### config.mk
export PLATFORM = sky130hd
export DESIGN_NAME = mult_div_unit
export DESIGN_NICKNAME = d
export VERILOG_FILES = /design/src/rtl/mult_div_unit.sv
export SDC_FILE = /design/constraint.sdc
export NUM_CORES = 1
export LEC_CHECK = 0
export CAP_MARGIN = 20
export CORE_AREA = 8 8 168 170
export CTS_CLUSTER_SIZE = 25
export DETAILED_ROUTE_END_ITERATION = 10
export DIE_AREA = 0 0 176 178
export PLACE_DENSITY_LB_ADDON = 0.1
export SLEW_MARGIN = 10
export SYNTH_ARGS = -nofsm -noshare
export SYNTH_HDL_FRONTEND = slang
export SYNTH_SLANG_ARGS = --single-unit
export TNS_END_PERCENT = 10
### constraint.sdc
create_clock -name clk -period 5.1 [get_ports clk]
set_clock_uncertainty 0.05 [all_clocks]
set_input_delay 0.765 -clock clk [delete_from_list [all_inputs] [get_ports clk]]
set_output_delay 0.765 -clock clk [all_outputs]
set_load 0.005 [all_outputs]
### src/rtl/mult_div_unit.sv
// Iterative 32-bit MULT/MULTU/DIV/DIVU with HI/LO and MTHI/MTLO; results land 33 enabled cycles after accept.
// No input handshake: requests are taken only in IDLE with clk_enable high, all others are dropped; clk_enable low stalls.
module mult_div_unit (
    input  logic        clk,
    input  logic        reset,
    input  logic        clk_enable,
    input  logic        op_start,
    input  logic [2:0]  op,
    input  logic [31:0] operand_a,
    input  logic [31:0] operand_b,
    output logic        busy,
    output logic        done,
    output logic [31:0] hi,
    output logic [31:0] lo
);

    typedef enum logic [1:0] {S_IDLE, S_MUL, S_DIV, S_FIX} state_t;

    state_t      r_state;
    logic [4:0]  r_cnt;
    logic [31:0] r_a;
    logic [64:0] r_prod;
    logic        r_neg_q;
    logic        r_neg_r;
    logic        r_is_div;
    logic        r_dz;
    logic        r_busy;
    logic        r_done;
    logic [31:0] r_hi;
    logic [31:0] r_lo;

    // op[0]==0 selects the signed variants (MULT, DIV)
    logic        w_a_neg;
    logic        w_b_neg;
    logic        w_neg_q;
    logic [31:0] w_abs_a;
    logic [31:0] w_abs_b;
    logic [32:0] w_mul_sum;
    logic [32:0] w_div_shift;
    logic [32:0] w_div_sub;
    logic        w_div_ge;
    logic [63:0] w_prod_fix;
    logic [31:0] w_quo_fix;
    logic [31:0] w_rem_fix;

    assign w_a_neg     = ~op[0] & operand_a[31];
    assign w_b_neg     = ~op[0] & operand_b[31];
    assign w_neg_q     = w_a_neg ^ w_b_neg;
    assign w_abs_a     = w_a_neg ? -operand_a : operand_a;
    assign w_abs_b     = w_b_neg ? -operand_b : operand_b;

    // r_prod: mul = {partial high, multiplier shifting out}; div = {remainder, dividend shifting into quotient}
    assign w_mul_sum   = r_prod[64:32] + (r_prod[0] ? {1'b0, r_a} : 33'd0);
    assign w_div_shift = r_prod[63:31];
    assign w_div_ge    = w_div_shift >= {1'b0, r_a};
    assign w_div_sub   = w_div_shift - {1'b0, r_a};

    assign w_prod_fix  = r_neg_q ? -r_prod[63:0]  : r_prod[63:0];
    assign w_quo_fix   = r_neg_q ? -r_prod[31:0]  : r_prod[31:0];
    assign w_rem_fix   = r_neg_r ? -r_prod[63:32] : r_prod[63:32];

    always_ff @(posedge clk or negedge reset) begin
        if (!reset) begin
            r_state  <= S_IDLE;
            r_cnt    <= 5'd0;
            r_a      <= 32'd0;
            r_prod   <= 65'd0;
            r_neg_q  <= 1'b0;
            r_neg_r  <= 1'b0;
            r_is_div <= 1'b0;
            r_dz     <= 1'b0;
            r_busy   <= 1'b0;
            r_done   <= 1'b0;
            r_hi     <= 32'd0;
            r_lo     <= 32'd0;
        end else begin
            r_done <= 1'b0;
            if (clk_enable) begin
                unique case (r_state)
                    S_IDLE: begin
                        if (op_start) begin
                            case (op)
                                3'b100: r_hi <= operand_a;
                                3'b101: r_lo <= operand_a;
                                3'b000, 3'b001: begin
                                    r_a      <= w_abs_a;
                                    r_prod   <= {33'd0, w_abs_b};
                                    r_neg_q  <= w_neg_q;
                                    r_neg_r  <= 1'b0;
                                    r_is_div <= 1'b0;
                                    r_dz     <= 1'b0;
                                    r_cnt    <= 5'd0;
                                    r_busy   <= 1'b1;
                                    r_state  <= S_MUL;
                                end
                                3'b010, 3'b011: begin
                                    r_a      <= w_abs_b;
                                    r_prod   <= {33'd0, w_abs_a};
                                    r_neg_q  <= w_neg_q;
                                    r_neg_r  <= w_a_neg;
                                    r_is_div <= 1'b1;
                                    r_dz     <= (operand_b == 32'd0);
                                    r_cnt    <= 5'd0;
                                    r_busy   <= 1'b1;
                                    r_state  <= S_DIV;
                                end
                                default: ;
                            endcase
                        end
                    end
                    S_MUL: begin
                        r_prod <= {1'b0, w_mul_sum, r_prod[31:1]};
                        r_cnt  <= r_cnt + 5'd1;
                        if (r_cnt == 5'd31) r_state <= S_FIX;
                    end
                    S_DIV: begin
                        r_prod <= {(w_div_ge ? w_div_sub : w_div_shift), r_prod[30:0], w_div_ge};
                        r_cnt  <= r_cnt + 5'd1;
                        if (r_cnt == 5'd31) r_state <= S_FIX;
                    end
                    S_FIX: begin
                        // divide-by-zero leaves remainder = |dividend|, so sign correction restores the dividend
                        if (r_is_div) begin
                            r_lo <= r_dz ? 32'hFFFF_FFFF : w_quo_fix;
                            r_hi <= w_rem_fix;
                        end else begin
                            {r_hi, r_lo} <= w_prod_fix;
                        end
                        r_done  <= 1'b1;
                        r_busy  <= 1'b0;
                        r_state <= S_IDLE;
                    end
                endcase
            end
        end
    end

    assign busy = r_busy;
    assign done = r_done;
    assign hi   = r_hi;
    assign lo   = r_lo;

endmodule

==> metrics.txt <==
via count of the first global-routing pass 14400; largest fanout on the critical path 13; area added between synthesis and finish 14.2%; number of different library cells in the post-synthesis netlist 78; Hold Violations, Final 0; antenna violation net count after detailed routing 0; total congestion overflow 0; power density over the cells 736 nW/um^2; cell at the root of the clock tree sky130_fd_sc_hd__clkbuf_16; Vert. Die Dim 178 um; Std-Cell Rows 59; die footprint 31300 um^2; final critical path time including I/O delays and setup 4.35 ns; DRC marker count from the first detailed-route iteration 2448; clk sinks 174; final critical-path share of the clock period 85.3%; average wire per cell in the routed design 23.3 um; number of buffers between clock root and the deepest sink 2; flop and latch count out of synthesis 174; first-pass GRT wire length 83000 um; Slew Limit Headroom 30.4%; Clk Latency, worst-skew pair 0.44 ns; result of the run complete, no violations; post-synthesis async set-or-reset flop share 100%; hold slack final 0.273 ns; final setup violating endpoints 0; # hold bufs at CTS 0; total negative setup slack 0 ns; post-route total power 12600 uW; worst ir drop on vdd 550 uV; Fmax 0.230 GHz; via density per instance 6.69; starting density of the core 58.6%; DR pass1 iterations 8; layout cells sized above 1 5.19%; Resize count post-CTS 0; core box area 25600 um^2; top cells by area, synth sky130_fd_sc_hd__dfrtp_1 (29%), sky130_fd_sc_hd__o21ai_0 (7.8%), sky130_fd_sc_hd__ha_1 (6.3%), sky130_fd_sc_hd__nand2_1 (6.3%), sky130_fd_sc_hd__xnor2_1 (5.7%); unrepaired setup endpoints after global routing false; Yosys top cell by area sky130_fd_sc_hd__dfrtp_1; Avg Inst Size Synth 7.82 um^2; endpoint required time on the critical path 5.43 ns; count of vias placed by the detailed router 15500; placed wire-length estimate after detailed placement 41400 um; top library cells by usage in the layout, fill and taps aside sky130_fd_sc_hd__nand2_1 (253), sky130_fd_sc_hd__o21ai_0 (233), sky130_fd_sc_hd__dfrtp_1 (174); list of cells traversed by the critical path inv_1 > buf_4 > ha_1 > or4b_2 > nor4_1 > nand3_1 > o21ai_0 > nand2_1 > a211oi_4 > a22oi_1 > xnor2_1 > a211oi_1 > a21o_1; number of primary I/O pins 137; total routed wirelength 54000 um; final number of max-transition violations 0; Layout Nets 2121; max-cap violation count 0; initial antenna violation count 0; endpoint class of the critical path register; Max stage delay cell, worst path sky130_fd_sc_hd__or4b_2; type of the worst min-delay path in2async; TritonCTS Buffers 17; startpoint types register; dominant synthesized flop cell sky130_fd_sc_hd__dfrtp_1; largest incremental delay on the critical path 0.64 ns; number of cells traversed by the worst register-to-register path 13; GP Congestion 1.03; pre-CTS WS 0.828 ns; commonest non-fill, non-tap cell in the layout sky130_fd_sc_hd__nand2_1; clock tree from TritonCTS done; horizontal die dimension 176 um; net count after synthesis 2068; maximum number of pins on one net before global-route repair 74; transition time at the pin with the least slew margin 1.04 ns; category of the critical setup timing path reg2reg; DRC violations left 0; H-tree Lvls 4; crit path DAT 4.68 ns; leakage power 0.00767 uW; minimum setup slack in the final design 0.749 ns; sequential share of the synthesized area 29.0%; Filler Cell Count 2190; count of input and output buffers 136; global router's overall resource usage 33.9%; area fraction of the dominant cell type after synthesis 29.0%; clock-pin slew of the registers on the worst-case setup and hold paths 0.08 ns; number of warnings issued by yosys 0; number of synthesized flops with an enable pin 0; number of instances in the synthesized netlist 1919; Mapped Area 15000 um^2; number of setup buffers added after CTS 0
[worst max-delay path, delay by kind of cell, from the launching register on]
family,cells,cell delay (ns)
AO/OA/AOI/OAI,5,1.32
XOR/XNOR,1,0.17
adder cells (fa/ha/maj),1,0.17
buffers and inverters,2,0.66
flip-flops,1,0.48
AND/OR/NAND/NOR,4,1.44
[synthesized netlist by cell type (all sizes together) (8+ instances only)]
library cell	count
nand3	21
nor4	18
buf	14
inv	65
nand2	253
dfrtp	174
a21oi	101
clkbuf	120
a21o	59
a211oi	27
o22ai	26
a22oi	49
or4	14
a221o	16
ha	76
nor2b	13
o31ai	23
o41ai	12
o221a	10
xnor2	97
a31oi	23
and2	15
or3	18
nor2	146
xor2	78
o221ai	11
mux2i	21
nor3	33
or2	8
nand2b	18
nand4	13
o21ai	238
a222oi	21
a211o	9
[flip-flops by register name, summed over array words and instances, names as in the netlist]
| signal | flops |
|---|---|
| r_prod | 65 |
| hi | 32 |
| lo | 32 |
| r_a | 32 |
| r_cnt | 5 |
| r_state | 2 |
| busy | 1 |
| done | 1 |
| r_dz | 1 |
| r_is_div | 1 |
| r_neg_q | 1 |
| r_neg_r | 1 |
[cell families (layout without fill, tap and decap cells)]
group	Yosys count	count (layout)	synth area share, %
AO/OA/AOI/OAI	679	679	29.7
AND/OR/NAND/NOR	589	589	17.9
buffers and inverters	201	267	5.04
XOR/XNOR	175	175	10.2
flip-flops	174	174	29.0
adder cells (fa/ha/maj)	78	78	6.60
multiplexers	23	23	1.55
other	0	1	0
[worst paths after layout]
path / slack [ns] / from / endpoint
max: 0.75 / r_prod[0] / hi[6]
min: 0.27 / reset / lo[20]
max reg2reg: 0.75 / r_prod[0] / hi[6]
min reg2reg: 0.43 / hi[17] / hi[17]
max in group asynchronous: 3.50 / reset / r_prod[45]
min in group clk: 0.43 / hi[17] / hi[17]
[metrics by stage]
step | cell area [um^2] | cells | utilization, %
CTS | 17100 | 2320 | 66.9
detailed placement | 16600 | 2288 | 64.7
floorplan | 15000 | 1919 | -
finish | 17100 | 2321 | 66.9
global route | 17100 | 2320 | 66.9
global placement | 16600 | 2288 | 64.7
[report_power, final]
group          leakage, uW  internal, uW  switching [uW]
Clock             0.000285           656             677
Sequential         0.00223          1980             850
Combinational      0.00516          3410            5040
[area by class of cell]
cell class	instances	area (um^2)	share of cell area [%]
repair buffers	168	1620	9.42
inverters	67	251	1.47
diodes	1	2.50	0.0146
well taps	335	419	2.45
clock buffers	18	429	2.50
flip-flops and latches	174	4350	25.4
multi-input cells	1544	9920	57.9
clock inverters	14	143	0.832
[metal layers]
metal / vias up / global-route usage, % / part of all wire [%]
li1: 7106 / - / -
met1: 7360 / 46.8 / 42
met2: 929 / 50.6 / 42
met3: 138 / 6.96 / 11
met4: 0 / 15.4 / 4.7
met5: - / 0 / 0
Note: power is estimated with default switching activity, not from simulation.
